## config.mk

```make
export PLATFORM = sky130hd
export DESIGN_NAME = slow_clock_shifter
export DESIGN_NICKNAME = d
export VERILOG_FILES = /design/src/rtl/shifter_pkg.sv /design/src/rtl/edge_detector.sv /design/src/rtl/slow_clock_shifter.sv
export SDC_FILE = /design/constraint.sdc
export NUM_CORES = 1
export LEC_CHECK = 0
export BUFFER_PORTS_ARGS = -buffer_cell sky130_fd_sc_hd__buf_2
export CORE_ASPECT_RATIO = 0.7
export CORE_MARGIN = 2
export CORE_UTILIZATION = 56
export CTS_BUF_LIST = sky130_fd_sc_hd__clkbuf_4 sky130_fd_sc_hd__clkbuf_8 sky130_fd_sc_hd__clkbuf_16
export CTS_CLUSTER_SIZE = 28
export DETAILED_ROUTE_END_ITERATION = 7
export PLACE_DENSITY = 0.95
export SLEW_MARGIN = 20
export SYNTH_ARGS = -nofsm -noshare
export SYNTH_HDL_FRONTEND = slang
export SYNTH_SLANG_ARGS = --single-unit
```

## constraint.sdc

```tcl
create_clock -name global_clock -period 4.9 [get_ports global_clock]
set_clock_uncertainty 0.15 [all_clocks]
set_input_delay 0.735 -clock global_clock [delete_from_list [all_inputs] [get_ports global_clock]]
set_output_delay 0.735 -clock global_clock [all_outputs]
set_load 0.02 [all_outputs]
```

## src/rtl/shifter_pkg.sv

```systemverilog
// Shared types and defaults for the slow-clock serial shifter and its helpers.
package shifter_pkg;

    localparam int unsigned DEFAULT_WORD_WIDTH = 16;

    typedef enum logic [1:0] {
        IDLE,
        SETUP,
        SHIFT,
        HOLD
    } shifter_state_t;

endpackage

```

## src/rtl/edge_detector.sv

```systemverilog
// Edge detector for a data-level divided clock synchronous to global_clock.
// rise/fall are registered one-cycle pulses, one cycle behind the input change.
module edge_detector (
    input  logic global_clock,
    input  logic reset,
    input  logic slow_clock,
    output logic rise,
    output logic fall
);

    logic slow_prev;

    always_ff @(posedge global_clock) begin
        if (reset) begin
            slow_prev <= 1'b0;
            rise      <= 1'b0;
            fall      <= 1'b0;
        end else begin
            slow_prev <= slow_clock;
            rise      <= slow_clock & ~slow_prev;
            fall      <= ~slow_clock & slow_prev;
        end
    end

endmodule

```

## src/rtl/slow_clock_shifter.sv

```systemverilog
// MSB-first SPI-style word transmitter clocked by edges of a divided clock.
// Optional sdi readback is built when SLOW_CLOCK_SHIFTER_READBACK_EN is defined.
module slow_clock_shifter
    import shifter_pkg::*;
#(
    parameter int unsigned WORD_WIDTH = DEFAULT_WORD_WIDTH
) (
    input  logic                  global_clock,
    input  logic                  reset,
    input  logic                  slow_clock,
    input  logic [WORD_WIDTH-1:0] tx_word,
    input  logic                  tx_valid,
    output logic                  tx_ready,
    output logic                  sclk,
    output logic                  cs_n,
    output logic                  sdo,
    input  logic                  sdi,
    output logic [WORD_WIDTH-1:0] rx_word,
    output logic                  rx_valid
);

    localparam int unsigned CNT_WIDTH = $clog2(WORD_WIDTH);
    localparam logic [CNT_WIDTH-1:0] LAST_BIT = CNT_WIDTH'(WORD_WIDTH - 1);

    shifter_state_t        state;
    logic [WORD_WIDTH-1:0] shift_reg;
    logic [CNT_WIDTH-1:0]  bit_cnt;
    logic                  rise;
    logic                  fall;

    edge_detector u_edge_detector (
        .global_clock (global_clock),
        .reset        (reset),
        .slow_clock   (slow_clock),
        .rise         (rise),
        .fall         (fall)
    );

    always_ff @(posedge global_clock) begin
        if (reset) begin
            state     <= IDLE;
            tx_ready  <= 1'b1;
            sclk      <= 1'b0;
            cs_n      <= 1'b1;
            sdo       <= 1'b0;
            shift_reg <= '0;
            bit_cnt   <= '0;
        end else begin
            case (state)
                IDLE: begin
                    if (tx_valid && tx_ready) begin
                        shift_reg <= tx_word;
                        tx_ready  <= 1'b0;
                        state     <= SETUP;
                    end
                end
                SETUP: begin
                    // Select on a falling edge so the first bit is settled before sclk rises.
                    if (fall) begin
                        cs_n    <= 1'b0;
                        sdo     <= shift_reg[WORD_WIDTH-1];
                        bit_cnt <= LAST_BIT;
                        state   <= SHIFT;
                    end
                end
                SHIFT: begin
                    if (rise) begin
                        sclk <= 1'b1;
                    end else if (fall) begin
                        sclk <= 1'b0;
                        if (bit_cnt == '0) begin
                            state <= HOLD;
                        end else begin
                            shift_reg <= {shift_reg[WORD_WIDTH-2:0], 1'b0};
                            sdo       <= shift_reg[WORD_WIDTH-2];
                            bit_cnt   <= bit_cnt - 1'b1;
                        end
                    end
                end
                HOLD: begin
                    if (rise) begin
                        cs_n     <= 1'b1;
                        sdo      <= 1'b0;
                        tx_ready <= 1'b1;
                        state    <= IDLE;
                    end
                end
                default: begin
                    state <= IDLE;
                end
            endcase
        end
    end

`ifdef SLOW_CLOCK_SHIFTER_READBACK_EN
    logic [WORD_WIDTH-1:0] rx_shift;

    // Capture sdi on the same slow edge that raises sclk.
    always_ff @(posedge global_clock) begin
        if (reset) begin
            rx_shift <= '0;
            rx_word  <= '0;
            rx_valid <= 1'b0;
        end else begin
            rx_valid <= 1'b0;
            if (state == SHIFT && rise) begin
                rx_shift <= {rx_shift[WORD_WIDTH-2:0], sdi};
            end
            if (state == HOLD && rise) begin
                rx_word  <= rx_shift;
                rx_valid <= 1'b1;
            end
        end
    end
`else
    logic unused_sdi;

    assign unused_sdi = sdi;
    assign rx_word    = '0;
    assign rx_valid   = 1'b0;
`endif

endmodule

```

# Word level (Yosys, flattened, before mapping)
# Cells that the tools add are included.
[word_totals] ramBits=0 latch_bits=0 rom_bits=0 regBits=29 memories=0 word_cells=70 input_bits=21
[classes] n_addsub=1 n_div=0 muxes=29 n_mul=0 n_reduce_logical=16 shifts=0 eq_ne=10 n_lt_le_gt_ge=0 n_bitwise=4
[ops] cell="16-bit two-way mux" n=4
[ops] cell="16-bit one-hot mux with 2 select lines" n=1
[ops] cell="4-bit two-way mux" n=4
[ops] cell="2-bit two-way mux" n=6
[ops] cell="6-bit AND reduction" n=2
[ops] cell="5-bit AND reduction" n=2
[ops] cell="2-bit nonzero test" n=5
[ops] cell="1-bit two-way mux" n=9
[ops] cell="2-bit inequality test, second input constant" n=4
[ops] cell="2-bit one-hot mux with 4 select lines" n=1
[ops] cell="4-bit one-hot mux with 2 select lines" n=1
[ops] cell="2-bit by 1-bit inequality test with 1-bit output, second input constant" n=3
[ops] cell="3-bit AND reduction" n=2
[ops] cell="2-bit == test, second input constant" n=2
[ops] cell="4-bit zero test" n=1
[ops] cell="1-bit one-hot mux with 2 select lines" n=2
[ops] cell="4-bit by 1-bit subtractor with 4-bit output, second input constant" n=1
[ops] cell="1-bit one-hot mux with 3 select lines" n=1
[ops] cell="3-bit nonzero test" n=1
[ops] cell="1-bit AND" n=2
[ops] cell="2-bit by 1-bit == test with 1-bit output, second input constant" n=1
[ops] cell="2-bit zero test" n=1
[ops] cell="1-bit NOT" n=2
[ops] cell="2-bit AND reduction" n=1
[ops] cell="1-bit logical AND" n=1

# Logic depth before layout (Yosys ltp)
# Gate-level depths: netlist (run 1).
[depth] depth_word=5 mapped_depth=9 ltp_nobuf=6

# Hierarchy
# Synthesis (run 1) repeated with hierarchy kept, for this count alone.
[unflattened] cells_unflattened=175 area_unflattened_um2=1704.1
[by_module_without_submodules] module="slow_clock_shifter" area_per_inst_um2=1612.8 cells_per_inst=169 n_inst=1
[by_module_without_submodules] module="edge_detector" area_per_inst_um2=91.3 cells_per_inst=6 n_inst=1

# Worst setup path after synthesis (run 1)
# OpenSTA, ideal clock, no wires.
[synth_timing] path_kind="register to register" start="reg state[0]" end="reg sdo" path_slack_ns=2.832 t_arrival_ns=1.795 stages_incl_launch_ff=8 cell_sequence="dfxtp_1 -> inv_1 -> ha_1 -> buf_6 -> nor2b_4 -> or2_4 -> a2111oi_2 -> mux2_1"
[synth_via] elab_chain_len=3 word_cells_on_any_way=11 cone_classes="eq/ne (8); mux (1); reduce/logical (2)"
[synth_lines] item="from (decl)" line_no="slow_clock_shifter.sv:25" text="shifter_state_t state;"
[synth_lines] item="from (signal assigned)" line_no="slow_clock_shifter.sv:41" text="state <= IDLE;"
[synth_lines] item="from (signal assigned)" line_no="slow_clock_shifter.sv:54" text="state <= SETUP;"
[synth_lines] item="from (signal assigned)" line_no="slow_clock_shifter.sv:63" text="state <= SHIFT;"
[synth_lines] item="2-bit == test / 2-bit by 1-bit == test with 1-bit output (equally long branches)" line_no="slow_clock_shifter.sv:49" text="case (state)"
[synth_lines] item="2-bit inequality test (no line) (tied with other cells)"
[synth_lines] item="6-bit AND reduction (no line)"
[synth_lines] item="to (signal assigned)" line_no="slow_clock_shifter.sv:61" text="sdo <= shift_reg[WORD_WIDTH-1];"
[synth_lines] item="to (signal assigned)" line_no="slow_clock_shifter.sv:75" text="sdo <= shift_reg[WORD_WIDTH-2];"
[synth_lines] item="to (decl)" line_no="slow_clock_shifter.sv:16" text="output logic sdo,"
# Parallel ways exist; a longest one is shown, timed or not.
# A chain may end at the register's enable or synchronous reset.

# Worst setup path in the final report (run 1)
[layout_timing] start="reg state[0]" end="reg shift_reg[3]"
[layout_via] elab_chain_len=3 word_cells_on_any_way=9 cone_classes="eq/ne (5); mux (1); reduce/logical (3)"
[layout_lines] item="2-bit == test / 2-bit zero test (equally long branches)" line_no="slow_clock_shifter.sv:49"
[layout_lines] item="2-bit inequality test (no line) (tied with other cells)"
[layout_lines] item="5-bit AND reduction (no line)"
[layout_lines] item="to (signal assigned)" line_no="slow_clock_shifter.sv:52" text="shift_reg <= tx_word;"
[layout_lines] item="to (signal assigned)" line_no="slow_clock_shifter.sv:74" text="shift_reg <= {shift_reg[WORD_WIDTH-2:0], 1'b0};"
[layout_lines] item="to (decl)" line_no="slow_clock_shifter.sv:26" text="logic [WORD_WIDTH-1:0] shift_reg;"
# Parallel ways exist; a longest one is shown, timed or not.

==> out/metrics.yaml, run 1 <==
run_status:
  run_status: "finished clean"
finish:
  mostFrequentLayoutCells: "dfxtp_1, buf_2, a21oi_1, conb_1, mux2i_1"
  largest_reg_flops: 16
  antenna_cells: 0
  final_common_cell: "dfxtp_1"
  syn2layout_area_growth_pct: 8.14
  layout-drive-gt1-share: 0.218
  finalNetCount: 220
routing:
  drt_pre_antenna_iters: 4
  route.detailed.drc: 0
  drtIter0Drc: 85
  vias_per_cell: 5.69
  wl_mm: 3.22
  wl_per_cell_um: 14.0
  postRouteAntennaNets: 0
  vias: 1302
sta:
  relSlewSlack: 0.535
  finalHoldViolCount: 0
  min_period_ps: 2750
  setup-tns-final_ps: 0
  max_freq_mhz: 363
  rsz0062_at_grt: "no"
  timing.final.crit_share: 0.562
  tightest_slew_ps: 698
  setup_violations: 0
  slew_violations: 0
global_route:
  grt_use_met1: 0.257
  grt.busiest_layer: "met2"
  grt_pass1_wl_mm: 5.43
  grt_pass1_vias: 1179
  met3_usage: 0.0613
  gr-usage-met2: 0.304
  antenna_found_initial: 0
  grt_use_total: 0.205
  overflow: 0
  grt_max_degree: 32
die:
  dieHeight_um: 49.5
  fp.coreArea_sq_um: 2800
  start_util: 0.592
  ios: 42
  die_x_um: 69.1
  rows: 16
  dieArea_sq_um: 3420
critical_path:
  r2r_slack_ps: 2150
  start_kind: "register"
  crit_chain: "inv_1 > ha_2 > and2_4 > nor4_4 > buf_4 > and2_1 > a211oi_1"
  required_ps: 4880
  critPathSlowestCell: "and2_1"
  crit_type: "register to register"
  worst_setup_path_end_kind: "register"
  worst_path_largest_cell_delay_ps: 610
  crit_arrival_ps: 2730
  cp_max_fo: 23
placed_design:
  dp_hpwl_mm: 2.09
  port_buffers: 23
  gp_congestion: 0.938
logic_synthesis:
  yosys_warnings: 0
  yosysSeqAreaShare: 0.350
  syn_area_per_cell_sq_um: 9.59
  ys_types: 40
  synthesis.area_sq_um: 1660
  ys_ff_latch: 29
  syn_inst: 173
clocking:
  cts_max_level: 2
  ctsRootBufferMaster: "clkbuf_8"
  cts.sinks: 29
  clock_latency_ps: 280
  numCtsBuffers: 5
  ctsResizeCount: 0
  clock_path_buffers: 2
  post_cts.repair.setup_buffers: 0
  cts_hold_buffers: 0
  cts_tree: "yes"
  clk_pin_slew_ps: 60
pwr:
  p_leak_nw: 0.704
  p_per_area_nw_per_um2: 652
  max-vdd-ir-drop_mv: 0.323
  finalPower_mw: 1.17
hold_path:
  hold_class: "register to register"
job:
  drv_cap: 0
## logic make-up (layout without fill, tap and decap cells)
group | after synthesis | count (layout) | synth area share
buffers and inverters | 35 | 39 | 0.140
AOI/OAI and AO/OA | 53 | 53 | 0.228
DFF | 29 | 29 | 0.350
and+or+nand+nor | 32 | 32 | 0.131
other | 1 | 17 | 0.00226
muxes | 17 | 17 | 0.103
adders and majority gates | 6 | 6 | 0.0452
## per-layer routing
layer	up-vias	wire length (um)	share of wire
met5	-	0	0
met4	0	108	0.034
met3	12	209	0.065
met2	45	1350	0.42
met1	607	1540	0.48
li1	638	-	-
## critical path, delay by kind of cell, from the launching register on
family | cells | cell delay [ps]
AND/OR/NAND/NOR | 3 | 1140
buffers and inverters | 2 | 360
flip-flops | 1 | 380
AO/OA/AOI/OAI | 1 | 170
adder cells (fa/ha/maj) | 1 | 400
## synthesized netlist by cell type (all sizes together)
master	n	area, sq um
a2111oi	1	15.0
a211oi	15	123
a21boi	1	11.3
a21oi	21	105
a221o	1	10.0
a2bb2oi	1	8.76
a311oi	3	26.3
a31oi	3	18.8
a32o	1	10.0
a41o	1	10.0
and2	3	21.3
buf	24	191
clkbuf	4	15.0
conb	1	3.75
dfxtp	29	581
ha	6	75.1
inv	7	26.3
mux2	1	11.3
mux2i	16	160
nand2	4	15.0
nand2b	5	31.3
nand4bb	1	11.3
nor2	4	15.0
nor2b	6	45.0
nor3	3	15.0
nor3b	3	27.5
nor4	2	27.5
o21a	1	7.51
o21bai	2	15.0
o2bb2ai	1	8.76
o32ai	1	8.76
or2	1	8.76
## area by class of cell
cell class	count	area, sq um
clock buffers	5	68.8
clock inverters	2	35.0
fillers	225	1010
inverters	7	26.3
multi-input cells	125	908
flip-flops and latches	29	581
well taps	36	45.0
repair buffers	25	130
## stage by stage
stage / std cells / hold slack [ps] / instance area (sq um) / worst slack, ps / util
after global routing: 229 / 290 / 1790 / 1900 / 0.640
after floorplan: 189 / 233 / 1720 / 2830 / -
after global placement: 222 / 240 / 1690 / 1840 / 0.602
after detailed placement: 222 / 268 / 1690 / 1800 / 0.602
final: 229 / 273 / 1790 / 2150 / 0.640
after CTS: 229 / 272 / 1790 / 1780 / 0.639
## report_power, final
| part | switching, mW | internal [mW] | leakage (nW) |
|---|---|---|---|
| logic | 0.335 | 0.240 | 0.411 |
| clock network | 0.0911 | 0.147 | 0.0540 |
| registers | 0.0472 | 0.308 | 0.239 |
| total | 0.473 | 0.696 | 0.704 |
## path summary, 6_finish.rpt
kind	start	endpoint	cells after the start
worst max-delay path	state[0]$_SDFFE_PP0P_	shift_reg[3]$_SDFFE_PP0P_	7
worst min-delay path	u_edge_detector.slow_prev$_SDFF_PP0_	u_edge_detector.rise$_SDFF_PP0_	1
worst max register to register	state[0]$_SDFFE_PP0P_	shift_reg[3]$_SDFFE_PP0P_	7
worst min register to register	u_edge_detector.slow_prev$_SDFF_PP0_	u_edge_detector.rise$_SDFF_PP0_	1
Power figures use the tool's default switching activity.
==> run 2: changes to the inputs <==
--- a/config.mk
+++ b/config.mk
@@ -8,11 +8,11 @@
 export BUFFER_PORTS_ARGS = -buffer_cell sky130_fd_sc_hd__buf_2
 export CORE_ASPECT_RATIO = 0.7
 export CORE_MARGIN = 2
-export CORE_UTILIZATION = 56
+export CORE_UTILIZATION = 52
 export CTS_BUF_LIST = sky130_fd_sc_hd__clkbuf_4 sky130_fd_sc_hd__clkbuf_8 sky130_fd_sc_hd__clkbuf_16
 export CTS_CLUSTER_SIZE = 28
 export DETAILED_ROUTE_END_ITERATION = 7
-export PLACE_DENSITY = 0.95
+export PLACE_DENSITY = 0.9
 export SLEW_MARGIN = 20
 export SYNTH_ARGS = -nofsm -noshare
 export SYNTH_HDL_FRONTEND = slang
==> constraint.sdc (replaced) <==
create_clock -name global_clock -period 2.8 [get_ports global_clock]
set_clock_uncertainty 0.15 [all_clocks]
set_input_delay 0.42 -clock global_clock [delete_from_list [all_inputs] [get_ports global_clock]]
set_output_delay 0.42 -clock global_clock [all_outputs]
set_load 0.02 [all_outputs]
==> run 2 against run 1 <==
Critical path depth decreased by 1. Sequential power rose by 74%. Combinational power increased by 73%. Sequential cell count did not move. First-iteration DRC count decreased by 45%. Setup slack lost 1700 ps. Sequential share of layout area grew 0.090 points. Non-clock buffer count grew 1. Power up 69%. Wire length is 5.2% lower. Critical endpoint unchanged. Largest cell class unchanged. Largest power group unchanged. Highest routed layer unchanged.
==> out/metrics.yaml, run 2 (same netlist as run 1, synthesis figures left out) <==
finish:
  finalNetCount: 221  # +0.45%
  mostFrequentLayoutCells: "dfxtp_1, buf_2, a21oi_1, conb_1, mux2i_1"
  final_common_cell: "dfxtp_1"
  syn2layout_area_growth_pct: 7.84
  multi_input_area_sq_um: 906  # -0.28%
  design_area_sq_um: 1790  # -0.28%
  antenna_cells: 0  # unchanged
  largest_reg_flops: 16  # unchanged
  fill_cells: 287  # +28%
  layout-drive-gt1-share: 0.221  # +0.00290
  regArea_sq_um: 581  # unchanged
routing:
  postRouteAntennaNets: 0  # unchanged
  vias_per_cell: 5.42  # -4.7%
  wl_per_cell_um: 13.1  # -6.8%
  vias: 1262  # -3.1%
  wl_mm: 3.05  # -5.2%
  route.detailed.drc: 0  # unchanged
  drt_pre_antenna_iters: 4  # unchanged
  drtIter0Drc: 47  # -45%
critical_path:
  r2r_slack_ps: 450  # -1700 ps
  crit_arrival_ps: 2330  # -400 ps
  worst_path_largest_cell_delay_ps: 580  # -30 ps
  crit_type: "register to register"
  cp_num_buf_inv: 1  # -1
  required_ps: 2780  # -2100 ps
  worst_setup_path_end_kind: "register"
  critPathSlowestCell: "and2_1"
  start_kind: "register"
  cp_max_fo: 16  # -30%
  crit_chain: "inv_1 > ha_1 > nor2b_4 > nor4_4 > and2_1 > a211oi_1"
  path_delay_family: "simple AND/OR/NAND/NOR gates"
sta:
  timing.final.crit_share: 0.841  # +0.279
  setup_violations: 0  # unchanged
  slew_violations: 0  # unchanged
  max_freq_mhz: 425  # +17%
  rsz0062_at_grt: "no"
  min_period_ps: 2350  # -401 ps
  worst_slack_ps: 446  # -1700 ps
  relSlewSlack: 0.573  # +0.0383
  setup-tns-final_ps: 0  # unchanged
  finalHoldViolCount: 0  # unchanged
  tightest_slew_ps: 640  # -57.5 ps
die:
  start_util: 0.534  # -0.0577
  die_x_um: 71.5  # +3.6%
  fp.coreArea_sq_um: 3110  # +11%
  dieHeight_um: 51.3  # +3.5%
  ios: 42  # unchanged
  rows: 17  # +1
  dieArea_sq_um: 3670  # +7.2%
placed_design:
  preCtsSetupSlack_ps: 492  # -1300 ps
  dpl-instance-area_sq_um: 1700  # +0.59%
  port_buffers: 23  # unchanged
  dp_hpwl_mm: 2.12  # +1.4%
  gp_congestion: 0.816  # -13%
hold_path:
  hold_class: "input port to register"
global_route:
  grt_use_met1: 0.229  # -0.0277
  grt_pass1_vias: 1206  # +2.3%
  grt.busiest_layer: "met2"
  grt_use_total: 0.185  # -0.0195
  grt_max_degree: 32  # unchanged
  antenna_found_initial: 0  # unchanged
  grt_pass1_wl_mm: 5.20  # -4.2%
  met3_usage: 0.0769  # +0.0156
  overflow: 0  # unchanged
  gr-usage-met2: 0.287  # -0.0175
clocking:
  ctsRootBufferMaster: "clkbuf_8"
  post_cts.repair.setup_buffers: 0  # unchanged
  ctsResizeCount: 0  # unchanged
  cts_tree: "yes"
  clk_pin_slew_ps: 60  # about the same
  clock_path_buffers: 2  # unchanged
  clock_latency_ps: 290  # about the same
  numCtsBuffers: 5  # unchanged
  cts.sinks: 29  # unchanged
  cts_hold_buffers: 0  # unchanged
  cts_max_level: 2  # unchanged
job:
  drv_cap: 0  # unchanged
pwr:
  max-vdd-ir-drop_mv: 0.515  # +59%
  p_per_area_nw_per_um2: 1100  # +69%
  p_leak_nw: 0.707  # +0.39%
run_status:
  run_status: "finished clean"
run 2: final timing paths:
check	start	depth (start not counted)	end
max	state[0]$_SDFFE_PP0P_	6	shift_reg[3]$_SDFFE_PP0P_
min	slow_clock	2	u_edge_detector.fall$_SDFF_PP0_
max reg2reg	state[0]$_SDFFE_PP0P_	6	shift_reg[3]$_SDFFE_PP0P_
min reg2reg	u_edge_detector.slow_prev$_SDFF_PP0_	1	u_edge_detector.rise$_SDFF_PP0_
run 2: layout make-up:
cell class,instances,area share
Inverter,7,0.0147
Timing Repair Buffer,26,0.0769
Sequential cell,29,0.324
Tap cell,38,0.0266
Multi-Input combinational cell,125,0.506
Clock buffer,8,0.0510
run 2: where the power goes:
group	total, mW	switching, mW	internal (mW)
Clock	0.362	0.157	0.205
Combinational	0.992	0.570	0.421
Sequential	0.619	0.0793	0.540
Total	1.97	0.806	1.17
run 2: stage by stage:
step | cells | power [mW] | hold slack (ps) | utilization
finish | 233 | 1.97 | 165 | 0.576
global route | 233 | 2.14 | 169 | 0.576
CTS | 233 | 1.98 | 154 | 0.576
detailed placement | 225 | 1.61 | 242 | 0.547
global placement | 225 | 1.58 | 240 | 0.547
floorplan | 189 | 1.53 | 233 | -
run 2: layer usage:
metal	vias up	routed length [um]	part of all wire
li1	637	-	-
met1	589	1480	0.49
met2	30	1350	0.44
met3	6	165	0.054
met4	0	46	0.015
met5	-	0	0
